[config.mk]
export PLATFORM = sky130hd
export DESIGN_NAME = uart_stimulus
export DESIGN_NICKNAME = d
export VERILOG_FILES = /design/src/rtl/uart_stimulus_pkg.sv /design/src/rtl/uart_stimulus_fifo.sv /design/src/rtl/uart_stimulus.sv
export SDC_FILE = /design/constraint.sdc
export NUM_CORES = 1
export LEC_CHECK = 0
export CORE_MARGIN = 1.5
export CORE_UTILIZATION = 35
export CTS_CLUSTER_DIAMETER = 80
export DETAILED_ROUTE_END_ITERATION = 6
export PLACE_DENSITY = 0.61
export SYNTH_ARGS = -nofsm -noshare
export SYNTH_HDL_FRONTEND = slang
export SYNTH_HIERARCHICAL = 1
export SYNTH_SLANG_ARGS = --single-unit
[constraint.sdc]
create_clock -name clk -period 3.4 [get_ports clk]
set_clock_uncertainty 0.2 [all_clocks]
set_input_delay 0.68 -clock clk [delete_from_list [all_inputs] [get_ports clk]]
set_output_delay 0.68 -clock clk [all_outputs]
set_load 0.005 [all_outputs]
[src/rtl/uart_stimulus_pkg.sv]
// Shared types and helpers for the bench-side UART transmitter.
package uart_stimulus_pkg;

  typedef enum logic [2:0] {
    IDLE,
    START,
    DATA,
    PARITY,
    STOP
  } state_e;

  localparam int unsigned DATA_BITS = 8;

  // Ceiling log2; values of 0 or 1 give 0.
  function automatic int unsigned clog2(input int unsigned value);
    int unsigned result;
    result = 0;
    while ((32'd1 << result) < value) begin
      result = result + 1;
    end
    return result;
  endfunction

endpackage

[src/rtl/uart_stimulus_fifo.sv]
// First-word-fall-through byte FIFO; level comes from pointers one bit wider than the address.
module uart_stimulus_fifo
  import uart_stimulus_pkg::*;
#(
  parameter int unsigned DEPTH = 16
) (
  input  logic                    clk,
  input  logic                    rst_n,
  input  logic                    push_i,
  input  logic [7:0]              data_i,
  input  logic                    pop_i,
  output logic [7:0]              data_o,
  output logic [clog2(DEPTH):0]   level_o,
  output logic                    full_o,
  output logic                    empty_o
);

  localparam int unsigned AddrW = clog2(DEPTH);

  logic [7:0]     r_mem [DEPTH];
  logic [AddrW:0] r_wr_ptr;
  logic [AddrW:0] r_rd_ptr;
  logic           w_push;
  logic           w_pop;

  assign level_o = r_wr_ptr - r_rd_ptr;
  assign full_o  = (level_o == (AddrW + 1)'(DEPTH));
  assign empty_o = (level_o == '0);
  assign w_push  = push_i & ~full_o;
  assign w_pop   = pop_i & ~empty_o;
  assign data_o  = r_mem[r_rd_ptr[AddrW-1:0]];

  always_ff @(posedge clk) begin
    if (w_push) begin
      r_mem[r_wr_ptr[AddrW-1:0]] <= data_i;
    end
  end

  always_ff @(posedge clk or negedge rst_n) begin
    if (!rst_n) begin
      r_wr_ptr <= '0;
      r_rd_ptr <= '0;
    end else begin
      if (w_push) begin
        r_wr_ptr <= r_wr_ptr + 1'b1;
      end
      if (w_pop) begin
        r_rd_ptr <= r_rd_ptr + 1'b1;
      end
    end
  end

endmodule

[src/rtl/uart_stimulus.sv]
// Bench-side 8N1 UART transmitter fed from a byte FIFO.
// Define UART_STIMULUS_PARITY_EN to add a parity bit and the parity_odd_i input.
module uart_stimulus
  import uart_stimulus_pkg::*;
#(
  parameter int unsigned CLKS_PER_BIT = 434,
  parameter int unsigned FIFO_DEPTH   = 16,
  parameter int unsigned STOP_BITS    = 1
) (
  input  logic                         clk,
  input  logic                         rst_n,
`ifdef UART_STIMULUS_PARITY_EN
  input  logic                         parity_odd_i,
`endif
  input  logic [7:0]                   data_i,
  input  logic                         valid_i,
  output logic                         ready_o,
  output logic                         uart_rx_o,
  output logic                         busy_o,
  output logic [clog2(FIFO_DEPTH):0]   level_o,
  output logic                         tx_done_o
);

  localparam int unsigned       BaudW    = clog2(CLKS_PER_BIT);
  localparam logic [BaudW-1:0]  BaudLast = BaudW'(CLKS_PER_BIT - 1);
  localparam logic [2:0]        DataLast = 3'(DATA_BITS - 1);
  localparam logic [2:0]        StopLast = 3'(STOP_BITS - 1);

  state_e           r_state, w_state_nxt;
  logic [BaudW-1:0] r_baud, w_baud_nxt;
  logic [2:0]       r_bit, w_bit_nxt;
  logic [7:0]       r_shift, w_shift_nxt;
  logic             r_line, w_line_nxt;
  logic             r_done, w_done_nxt;
`ifdef UART_STIMULUS_PARITY_EN
  logic             r_par, w_par_nxt;
`endif

  logic       w_push;
  logic       w_pop;
  logic       w_full;
  logic       w_empty;
  logic       w_baud_last;
  logic [7:0] w_head;

  assign ready_o     = ~w_full;
  assign w_push      = valid_i & ready_o;
  assign busy_o      = (r_state != IDLE) | ~w_empty;
  assign uart_rx_o   = r_line;
  assign tx_done_o   = r_done;
  assign w_baud_last = (r_baud == BaudLast);

  uart_stimulus_fifo #(
    .DEPTH (FIFO_DEPTH)
  ) u_fifo (
    .clk     (clk),
    .rst_n   (rst_n),
    .push_i  (w_push),
    .data_i  (data_i),
    .pop_i   (w_pop),
    .data_o  (w_head),
    .level_o (level_o),
    .full_o  (w_full),
    .empty_o (w_empty)
  );

  always_comb begin
    w_state_nxt = r_state;
    w_baud_nxt  = r_baud;
    w_bit_nxt   = r_bit;
    w_shift_nxt = r_shift;
    w_line_nxt  = 1'b1;
    w_done_nxt  = 1'b0;
    w_pop       = 1'b0;
`ifdef UART_STIMULUS_PARITY_EN
    w_par_nxt   = r_par;
`endif
    unique case (r_state)
      IDLE: begin
        if (!w_empty) begin
          w_pop       = 1'b1;
          w_state_nxt = START;
        end
      end
      START: begin
        w_line_nxt = 1'b0;
        w_baud_nxt = r_baud + BaudW'(1);
        if (w_baud_last) begin
          w_baud_nxt  = '0;
          w_bit_nxt   = '0;
          w_state_nxt = DATA;
        end
      end
      DATA: begin
        w_line_nxt = r_shift[0];
        w_baud_nxt = r_baud + BaudW'(1);
        if (w_baud_last) begin
          w_baud_nxt  = '0;
          w_shift_nxt = {1'b0, r_shift[7:1]};
          w_bit_nxt   = r_bit + 3'd1;
          if (r_bit == DataLast) begin
            w_bit_nxt   = '0;
`ifdef UART_STIMULUS_PARITY_EN
            w_state_nxt = PARITY;
`else
            w_state_nxt = STOP;
`endif
          end
        end
      end
`ifdef UART_STIMULUS_PARITY_EN
      PARITY: begin
        w_line_nxt = r_par;
        w_baud_nxt = r_baud + BaudW'(1);
        if (w_baud_last) begin
          w_baud_nxt  = '0;
          w_bit_nxt   = '0;
          w_state_nxt = STOP;
        end
      end
`endif
      STOP: begin
        w_baud_nxt = r_baud + BaudW'(1);
        if (w_baud_last) begin
          w_baud_nxt = '0;
          w_bit_nxt  = r_bit + 3'd1;
          if (r_bit == StopLast) begin
            w_done_nxt = 1'b1;
            // Chain straight into the next start bit when more data is queued.
            if (!w_empty) begin
              w_pop       = 1'b1;
              w_state_nxt = START;
            end else begin
              w_state_nxt = IDLE;
            end
          end
        end
      end
      default: w_state_nxt = IDLE;
    endcase

    if (w_pop) begin
      w_shift_nxt = w_head;
      w_baud_nxt  = '0;
`ifdef UART_STIMULUS_PARITY_EN
      w_par_nxt   = (^w_head) ^ parity_odd_i;
`endif
    end
  end

  always_ff @(posedge clk or negedge rst_n) begin
    if (!rst_n) begin
      r_state <= IDLE;
      r_baud  <= '0;
      r_bit   <= '0;
      r_shift <= '0;
      r_line  <= 1'b1;
      r_done  <= 1'b0;
`ifdef UART_STIMULUS_PARITY_EN
      r_par   <= 1'b0;
`endif
    end else begin
      r_state <= w_state_nxt;
      r_baud  <= w_baud_nxt;
      r_bit   <= w_bit_nxt;
      r_shift <= w_shift_nxt;
      r_line  <= w_line_nxt;
      r_done  <= w_done_nxt;
`ifdef UART_STIMULUS_PARITY_EN
      r_par   <= w_par_nxt;
`endif
    end
  end

endmodule

[Word-level counts from Yosys, hierarchy flattened]
Memories as Yosys holds them, arrays and structs flattened.
Index checks and enable logic that the tools add are counted.
Operators by class
  bitwise operators: 6
  reductions and logical operators: 12
  eq/ne operators: 12
  add/sub/neg operators: 5
  mux-type cells: 29
Operators with widths (count)
  3-bit 2-to-1 mux: 10
  9-bit 2-to-1 mux: 3
  8-bit 2-to-1 mux: 3
  2-bit != test, second input constant: 6
  3-bit one-hot mux with 4 select lines: 1
  5-bit by 1-bit adder with 5-bit output, second input constant: 2
  9-bit by 1-bit adder with 9-bit output, second input constant: 1
  9-bit equality test, second input constant: 1
  1-bit 2-to-1 mux: 9
  3-bit one-hot mux with 3 select lines: 1
  3-bit equality test, second input constant: 2
  3-bit zero test: 2
  6-bit AND reduction: 1
  2-bit nonzero test: 3
  3-bit nonzero test: 2
  5-bit equality test, second input constant: 1
  5-bit zero test: 1
  5-bit subtractor: 1
  1-bit one-hot mux with 2 select lines: 2
  4-bit AND reduction: 1
  3-bit by 1-bit adder with 3-bit output, second input constant: 1
  1-bit AND: 3
  3-bit by 1-bit equality test with 1-bit output, second input constant: 1
  3-bit by 2-bit equality test with 1-bit output, second input constant: 1
  4 further kinds: 5
Storage, ports and cells
  RAM bits: 128
  output and inout port bits: 9
  bits of input ports: 11
  register bits: 35
  memories kept: 1
  logic and storage cells: 73
Memory list
  u_fifo.r_mem: depth 16, bits a word 8, read ports 1, clocked after memory_dff 0, wr ports 1, line uart_stimulus_fifo.sv:20  | logic [7:0] r_mem [DEPTH];

[Logic depth before layout (Yosys ltp)]
Gate-level depths: netlist (run 1).
  depth in word-level cells: 8
  gate-level depth with buffers: 15
  gate-level depth less buffers: 12

[Modules after synthesis]
Netlist (run 1), hierarchy kept.
Modules (own cells, without submodules)
  uart_stimulus_fifo: instances 1, seq. area each 4093.9 um2, area each 5685.5 um2, cells each 307
  uart_stimulus: instances 1, seq. area each 626.9 um2, area each 1492.7 um2, cells each 167

[Least setup slack after synthesis (run 1)]
No wires, ideal clock.
  kind: flip-flop to flip-flop
  from: register u_fifo.r_rd_ptr[2]
  to: memory u_fifo.r_mem[3][0] (enable)
  cell stages (with the launch flop): 13
  library setup time: 395 ps
  slack: -370 ps
  clock period less this slack: 3770 ps
  buffers on the path: 4
  data required time: 2805 ps
  arrival: 3175 ps
  cell sequence: dfrtp_1 -> buf_2 -> buf_2 -> buf_2 -> inv_1 -> clkbuf_1 -> ha_1 -> xor2_1 -> nand4b_1 -> a211oi_4 -> nor2b_1 -> nand2_1 -> nor4_1
Between the ends
  cells in the longest elaborated chain, start to end: 7
Ends and longest elaborated chain
  from (decl): line uart_stimulus_fifo.sv:22  | logic [AddrW:0] r_rd_ptr;
  from (signal assigned): line uart_stimulus_fifo.sv:48  | r_rd_ptr <= r_rd_ptr + 1'b1;
  5-bit subtractor: line uart_stimulus_fifo.sv:26  | assign level_o = r_wr_ptr - r_rd_ptr;
  via level_o[2]: line uart_stimulus.sv:20  | output logic [clog2(FIFO_DEPTH):0] level_o,
  5-bit equality test: line uart_stimulus_fifo.sv:27  | assign full_o = (level_o == (AddrW + 1)'(DEPTH));
  via w_full: line uart_stimulus.sv:41  | logic w_full;
  1-bit inverter: line uart_stimulus.sv:46  | assign ready_o = ~w_full;
  1-bit AND: line uart_stimulus.sv:47  | assign w_push = valid_i & ready_o;
  via w_push: line uart_stimulus.sv:39  | logic w_push;
  1-bit AND: line uart_stimulus_fifo.sv:29  | assign w_push = push_i & ~full_o;
  1-bit 2-to-1 mux: line uart_stimulus_fifo.sv:34  | if (w_push) begin
  1-bit 2-to-1 mux (not written as such): line uart_stimulus_fifo.sv:35  | r_mem[r_wr_ptr[AddrW-1:0]] <= data_i;
  to (decl): line uart_stimulus_fifo.sv:20
The timed path passes the listed nets, and every way through them passes these cells.

[Final worst setup path (run 1)]
  from: register u_fifo.r_rd_ptr[0]
  to: output busy_o
Between the ends
  cells in the longest elaborated chain, start to end: 4
Ends and longest elaborated chain
  5-bit subtractor: line uart_stimulus_fifo.sv:26
  5-bit zero test: line uart_stimulus_fifo.sv:28  | assign empty_o = (level_o == '0);
  via w_empty: line uart_stimulus.sv:42  | logic w_empty;
  1-bit inverter: line uart_stimulus.sv:48  | assign busy_o = (r_state != IDLE) | ~w_empty;
  1-bit bitwise OR: line uart_stimulus.sv:48
  to (decl): line uart_stimulus.sv:19  | output logic busy_o,
The timed path passes the listed nets, and every way through them passes these cells.

==> key figures, run 1 <==
Route
  • Final ANT Viol Nets: 0
  • Final wirelength: 14,900 um
  • Via Count: between 4,000 and 5,000
  • Pre-antenna DRT Iters: 4
  • Number of remaining DRC errors: 0
  • Avg WL per Cell: between 15 and 20 um
  • 1st-iter DRT viols: about 200
  • Drt via density: 5.11

Cells and area
  • N_diodes: 0
  • Synth-to-layout area growth: 22.5%
  • Non-Filler Instances: roughly 820
  • Fill cells: about 1,800
  • Design area: 8790 um2
  • Share of layout cells above drive strength 1: approximately a quarter
  • Final nets: 559

Setup path
  • CP Launch Type: flip-flop
  • Worst EP arrival: about 2.7 ns
  • CP required: about 2.5 ns
  • Worst path cell trace: ha_4 -> inv_2 -> fa_2 -> buf_6 -> nor3b_4 -> nand4b_1 -> buf_4 -> a2bb2oi_4 -> nor4b_4 -> inv_1 -> buf_2
  • Critical path fanouts, max: 2
  • CP endpoint kind: output port
  • CP max stage cell: dfrtp_2
  • Critical Path Max Stage Delay: 0.43 ns
  • CP bufs+invs: 5
  • Cell family with most CP delay: adder cells
  • Setup CP Type: flip-flop to output port

Clock network
  • Worst skew pair latency: ~0.44 ns
  • CTS tree: yes
  • Post-CTS Hold Fix Bufs: 0
  • Clk buf depth: 2
  • CTS Buf Count: 17
  • CTS Root Cell: clkbuf_16
  • H-tree depth: 4
  • Worst-path clk slew: roughly 0.07 ns
  • CTS sink count: ~160

Worst hold path
  • Hold Crit Class: flip-flop to flip-flop

Timing
  • Final Max Tran Viols: 0
  • Tmin final: 3.59 ns
  • Final setup fails: 1
  • Slew @ Worst Pin: roughly 0.69 ns
  • RSZ-0062 raised after global routing: yes
  • Endpoints failing hold: 0
  • Worst Setup Slack, final: -0.193 ns
  • Final period utilization: 106%
  • Relative slew slack: between 50% and 60%
  • Setup TNS: -0.193 ns
  • Max Clk Rate: about 280 MHz

Die
  • Die area: 21,400 um2
  • Rows: 52
  • Core Area: between 20,000 and 25,000 um2
  • Die X: roughly 150 um
  • Top Ports: 20
  • Die height: between 100 and 150 um
  • Starting Density: between 30 and 40%

Global routing
  • First-pass GRT wire length: between 20,000 and 25,000 um
  • Pin count of the biggest net entering global routing: 36
  • Tot GR Track Use: 14.9%
  • Total gr overflow: 0
  • Initial antenna violation count: 0
  • Vias in the first global route: between 4,000 and 5,000

Place
  • Post-DP HPWL: slightly below 10,000 um
  • Place WS: -0.194 ns
  • Placed Instances: roughly 780
  • RePlAce Congestion: between 0.7 and 0.8
  • PortBufs: 19
  • Placed Area: about 8000 um2

Yosys
  • Post-Syn Instances: between 400 and 500
  • #FFs+latches synth: roughly 160
  • Syn Area/Cell: ~15 um2
  • Ys Warns: 6
  • Sequential area share after synthesis: between 60 and 70%
  • Yosys cell types: 54
  • Syn Nets: 500
  • Netlist Area Pre-Place: between 7000 and 8000 um2
  • Post-synth EDFFs: roughly 130
  • FFs w/ async S/R, synth: about 21%
  • Ys flop type: edfxtp_1

Outcome
  • Failing checks: setup timing
  • Status: complete, but fails checks

Power and ir drop
  • Power Density: around 910 nW/um2
  • Worst vdd ir: 0.000355 V
  • Lkg Pwr: ~0.0031 uW

Run
  • Max Cap Viol: 0
-- worst register-to-register path, stage by stage (launching register included) --
cell	delay [ns]
dfrtp_1	0.40
inv_2	0.08
ha_4	0.13
inv_2	0.03
fa_2	0.53
buf_6	0.11
nor3b_4	0.04
nand4b_1	0.12
buf_4	0.13
a211oi_4	0.05
buf_4	0.17
nor2b_1	0.22
nor2b_4	0.33
and3_1	0.29
buf_12	0.15
-- flip-flops by register name, indices dropped and copies added (netlist names) --
| register | flops |
|---|---|
| u_fifo/r_mem | 128 |
| r_baud | 9 |
| r_shift | 8 |
| u_fifo/r_rd_ptr | 5 |
| u_fifo/r_wr_ptr | 5 |
| r_bit | 3 |
| r_state | 3 |
| tx_done_o | 1 |
| uart_rx_o | 1 |
-- where the power goes --
group / switching (uW) / total (uW) / internal [uW]
combinational: 1630 / 3280 / 1650
sequential: 190 / 2680 / 2490
clock: 971 / 2000 / 1030
-- what timing repair did --
action                                  CTS  global route
cloned                                    0             0
gates resized for setup                  17             7
setup buffers                             4             0
pin swaps                                 6             5
endpoints found under the setup margin   73           113
endpoints found under the hold margin     0             0
-- synth_stat cells, drive strengths merged, types with 9 or more instances --
| cell | instances | area share, % |
|---|---|---|
| inv | 14 | 0.73 |
| mux4 | 32 | 10 |
| nand3 | 11 | 0.77 |
| and3 | 23 | 2.0 |
| nor3 | 9 | 0.63 |
| edfxtp | 128 | 54 |
| nor2 | 15 | 0.78 |
| o21ai | 11 | 0.77 |
| a21oi | 13 | 0.91 |
| ha | 14 | 2.4 |
| dfrtp | 34 | 12 |
| nand2 | 47 | 2.5 |
| buf | 17 | 1.5 |
| a31oi | 19 | 1.7 |
-- layout make-up --
| cell class | count | area (um2) | area share, % |
|---|---|---|---|
| flip-flops and latches | 163 | 4720 | 53.7 |
| multi-input cells | 271 | 2370 | 27.0 |
| clock inverters | 15 | 211 | 2.41 |
| inverters | 15 | 56.3 | 0.640 |
| clock buffers | 17 | 425 | 4.84 |
| repair buffers | 65 | 667 | 7.59 |
| well taps | 270 | 338 | 3.84 |
-- cell usage in the layout, fill, tap and decap left out, types with 12 or more instances in the layout --
master | netlist | routed
edfxtp_1 | 128 | 128
buf_4 | 4 | 34
a21oi_1 | 13 | 13
dfrtp_1 | 34 | 33
clkdlybuf4s50_1 | 0 | 17
nor2_1 | 15 | 13
mux4_2 | 32 | 32
ha_1 | 14 | 12
and3_1 | 23 | 23
inv_1 | 14 | 12
a31oi_1 | 19 | 19
nand2_1 | 47 | 47
clkbuf_16 | 0 | 17
-- cell families (layout without fill, tap and decap cells) --
kind of cell / count (synthesis) / in the layout / synth area share [%]
AOI/OAI and AO/OA: 66 / 66 / 6.26
xor gates and xnor gates: 14 / 14 / 1.71
adders and majority gates: 16 / 16 / 2.86
buffers and inverters: 40 / 112 / 2.67
DFF: 163 / 163 / 65.8
muxes: 35 / 35 / 10.6
and+or+nand+nor: 140 / 140 / 10.2
-- path summary, 6_finish.rpt --
check | startpoint | endpoint | slack [ns] | cells after the start
min reg2reg | u_fifo/r_wr_ptr[4]$_DFFE_PN0P_ | u_fifo/r_wr_ptr[4]$_DFFE_PN0P_ | 0.29 | 1
max | u_fifo/r_rd_ptr[0]$_DFFE_PN0P_ | busy_o | -0.19 | 11
max in group asynchronous | rst_n | uart_rx_o$_DFF_PN1_ | 2.16 | 2
min | u_fifo/r_wr_ptr[4]$_DFFE_PN0P_ | u_fifo/r_wr_ptr[4]$_DFFE_PN0P_ | 0.29 | 1
min in group asynchronous | rst_n | u_fifo/r_rd_ptr[1]$_DFFE_PN0P_ | 0.48 | 2
max reg2reg | u_fifo/r_wr_ptr[0]$_DFFE_PN0P_ | u_fifo/r_mem[9][5]$_DFFE_PP_ | 0.16 | 14
-- through the flow --
stage               hold WS, ns  util [%]  total power (uW)
detailed placement        0.280      40.0              5890
global route              0.316      43.6              8460
global placement          0.278      40.0              5830
CTS                       0.297      43.4              8010
floorplan                 0.184         -              4760
finish                    0.291      43.6              7960
-- layer usage --
| metal | share of wire, % | up-vias | track usage (%) |
|---|---|---|---|
| li1 | - | 1946 | - |
| met1 | 42 | 2153 | 18.4 |
| met2 | 53 | 58 | 26.1 |
| met3 | 3.3 | 10 | 3.50 |
| met4 | 0.93 | 0 | 4.39 |
| met5 | 0 | - | 0 |
Note: power is estimated with default switching activity, not from simulation.
==> run 2: changes to the inputs <==
--- a/config.mk
+++ b/config.mk
@@ -9,6 +9,7 @@
 export CORE_UTILIZATION = 35
 export CTS_CLUSTER_DIAMETER = 80
 export DETAILED_ROUTE_END_ITERATION = 6
+export GPL_ROUTABILITY_DRIVEN = 0
 export PLACE_DENSITY = 0.61
 export SYNTH_ARGS = -nofsm -noshare
 export SYNTH_HDL_FRONTEND = slang
==> results of run 2 <==
Same layout as run 1: the final DEF is identical, and so are final timing and power.
==> run 3: changes to the inputs <==
--- a/config.mk
+++ b/config.mk
@@ -10,7 +10,9 @@
 export CTS_CLUSTER_DIAMETER = 80
 export DETAILED_ROUTE_END_ITERATION = 6
 export GPL_ROUTABILITY_DRIVEN = 0
+export MAX_ROUTING_LAYER = met4
 export PLACE_DENSITY = 0.61
+export SLEW_MARGIN = 20
 export SYNTH_ARGS = -nofsm -noshare
 export SYNTH_HDL_FRONTEND = slang
 export SYNTH_HIERARCHICAL = 1
==> run 3 against run 2 <==
  * The run still ends with setup timing left
  * Fmax is 0.38% higher
  * Combinational power hardly changed
  * Critical path depth stayed put
  * Clock power hardly changed
  * Wire length is 0.29% higher
  * Utilization stayed put
  * Global-route usage is 0.45 points higher
  * Worst setup slack better by 0.014 ns
  * Sequential cell count stayed put
  * Cell count stayed put
  * Non-clock buffer count stayed put
  * Critical path type unchanged
  * Largest cell class unchanged
==> key figures, run 3 (same netlist as run 1, synthesis figures left out) <==
Place
  • Placed Area: 8080 um2
  • Placed Instances: slightly below 800
  • Post-DP HPWL: 9690 um
  • PortBufs: 19

Die
  • Core Area: about 20,000 um2
  • Die area: approximately 21,000 um2
  • Die X: about 150 um
  • Rows: 52
  • Top Ports: 20
  • Die height: between 100 and 150 um
  • Starting Density: about 36%

Global routing
  • Gr busiest metal: met2
  • Tot GR Track Use: roughly 15%
  • Met3 usage: ~3.4%
  • Initial antenna violation count: 0
  • Vias in the first global route: about 4,400
  • Total gr overflow: 0
  • M1 GR Usage: approximately 19%
  • First-pass GRT wire length: 24,000 um
  • Global Route met2 Usage: approximately 26%
  • Pin count of the biggest net entering global routing: 36

Clock network
  • Worst skew pair latency: roughly 0.43 ns
  • Worst-path clk slew: approximately 0.07 ns
  • Post-CTS Hold Fix Bufs: 0
  • CTS sink count: about 160
  • CTS Buf Count: 17
  • CTS Root Cell: clkbuf_16
  • CTS tree: yes
  • Clk buf depth: 2
  • H-tree depth: 4

Route
  • Avg WL per Cell: 18.3 um
  • Final wirelength: approximately 15,000 um
  • 1st-iter DRT viols: ~180
  • Final ANT Viol Nets: 0
  • Drt via density: slightly above 5
  • Via Count: approximately 4,200
  • Number of remaining DRC errors: 0
  • Pre-antenna DRT Iters: 4

Setup path
  • CP bufs+invs: 5
  • CP required: between 2 and 3 ns
  • Setup CP Type: flip-flop to output port
  • RR Endpoint: u_fifo/r_mem[9][5]$_DFFE_PP_
  • Critical R2R Launch: u_fifo/r_wr_ptr[0]$_DFFE_PN0P_
  • Cell family with most CP delay: adder cells
  • Critical Path Max Stage Delay: 0.43 ns
  • Worst EP arrival: approximately 2.7 ns
  • WP depth: 11
  • Worst R2R Path Depth: 14
  • Critical path fanouts, max: 2
  • Worst path cell trace: ha_4 -> inv_2 -> fa_2 -> buf_6 -> nor3b_4 -> nand4b_1 -> buf_4 -> a2bb2oi_4 -> nor4b_4 -> inv_1 -> buf_2
  • CP endpoint kind: output port
  • CP Launch Type: flip-flop
  • CP max stage cell: dfrtp_2
  • Reg2Reg Setup Slack: ~0.15 ns

Worst hold path
  • Hold EP: u_fifo/r_wr_ptr[4]$_DFFE_PN0P_
  • WHS Path Cells: 1
  • Hold Startpoint: u_fifo/r_wr_ptr[4]$_DFFE_PN0P_
  • Hold Crit Class: flip-flop to flip-flop

Cells and area
  • Final nets: roughly 560
  • Non-Filler Instances: about 820
  • Synth-to-layout area growth: 22.5%
  • N_diodes: 0
  • Commonest non-fill, non-tap cells in the layout: edfxtp_1 (128), nand2_1 (47), buf_4 (34)
  • Max FFs per register: roughly 130
  • Share of layout cells above drive strength 1: around a quarter
  • Most common cell after layout, fill and taps aside: edfxtp_1
  • Design area: just under 9000 um2

Outcome
  • Failing checks: setup timing
  • Status: complete, but fails checks

Timing
  • RSZ-0062 raised after global routing: yes
  • Slew @ Worst Pin: roughly 0.70 ns
  • Tmin final: approximately 3.6 ns
  • Final period utilization: 105%
  • Endpoints failing hold: 0
  • Relative slew slack: ~53%
  • Worst hold margin: slightly below 0.3 ns
  • Final setup fails: 1
  • Worst Setup Slack, final: -0.179 ns
  • Final Max Tran Viols: 0
  • Max Clk Rate: 279 MHz

Power and ir drop
  • Sequential share of power: ~34%
  • Clock power frac: approximately a quarter
  • Internal power: about 5200 uW
  • Combinational power share: about 40%
  • Worst vdd ir: roughly 0.00036 V
  • Power Density: around 910 nW/um2
  • P_sw: approximately 2800 uW
  • Switching Fraction: 35.1%
  • Lkg Pwr: 0.00315 uW
  • Pwr Total: around 8000 uW

Run
  • Max Cap Viol: 0
[run 3: cell counts in the layout (fill, tap and decap cells not counted)]
Identical to the previous run, type by type.
[run 3: cell type report]
class / count / area, um2
Sequential cell: 163 / 4720
Multi-Input combinational cell: 271 / 2370
Tap cell: 270 / 338
Fill cell: 1832 / 11400
Clock inverter: 15 / 211
Timing Repair Buffer: 65 / 667
Inverter: 15 / 56.3
Clock buffer: 17 / 425
[run 3: layer usage]
metal	up-vias	wire, um	share of wire (%)
met5	-	0	0
met4	0	184	1.2
met3	11	636	4.3
met2	65	7930	53
met1	2131	6190	41
li1	1944	-	-
[run 3: worst max path at each step]
stage / startpoint / endpoint / slack [ns]
5_1_grt: u_fifo/r_rd_ptr[0]$_DFFE_PN0P_ / busy_o / -0.38
3_5_place_dp: u_fifo/r_wr_ptr[0]$_DFFE_PN0P_ / busy_o / -0.19
2_1_floorplan: u_fifo/r_rd_ptr[2]$_DFFE_PN0P_ / u_fifo/r_mem[12][0]$_DFFE_PP_ / 0.01
4_1_cts: u_fifo/r_rd_ptr[0]$_DFFE_PN0P_ / busy_o / -0.21
6_report: u_fifo/r_rd_ptr[0]$_DFFE_PN0P_ / busy_o / -0.18
3_3_place_gp: u_fifo/r_wr_ptr[0]$_DFFE_PN0P_ / busy_o / -0.14
[run 3: worst register-to-register path: stages (launching register included)]
cell,delay [ns]
dfrtp_1,0.40
inv_2,0.08
ha_4,0.13
inv_2,0.03
fa_2,0.53
buf_6,0.11
nor3b_4,0.04
nand4b_1,0.12
buf_4,0.13
a211oi_4,0.05
buf_4,0.17
nor2b_1,0.22
nor2b_4,0.34
and3_1,0.29
buf_12,0.15
[run 3: what timing repair did]
item / CTS / global route
resized for setup: 17 / 7
buffers inserted: 4 / 0
pin swaps: 6 / 5
endpoints found under the setup margin: 73 / 113
[run 3: metrics by stage]
| stage | util (%) | TNS [ns] | worst slack [ns] |
|---|---|---|---|
| 3_3_place_gp | 40.0 | -0.145 | -0.145 |
| 4_1_cts | 43.4 | -0.208 | -0.206 |
| 3_5_place_dp | 40.0 | -0.419 | -0.194 |
| 5_1_grt | 43.6 | -0.511 | -0.384 |
| 6_report | 43.6 | -0.179 | -0.179 |
| 2_1_floorplan | - | 0 | 0.00968 |
[run 3: power groups by stage]
stage / clock network [uW] / registers (uW) / logic, uW
after global routing: 2130 / 2720 / 3620
final: 2000 / 2690 / 3280
after global placement: 0 / 2700 / 3130
after CTS: 2040 / 2680 / 3290
after detailed placement: 0 / 2710 / 3180
after floorplan: 0 / 2650 / 2110
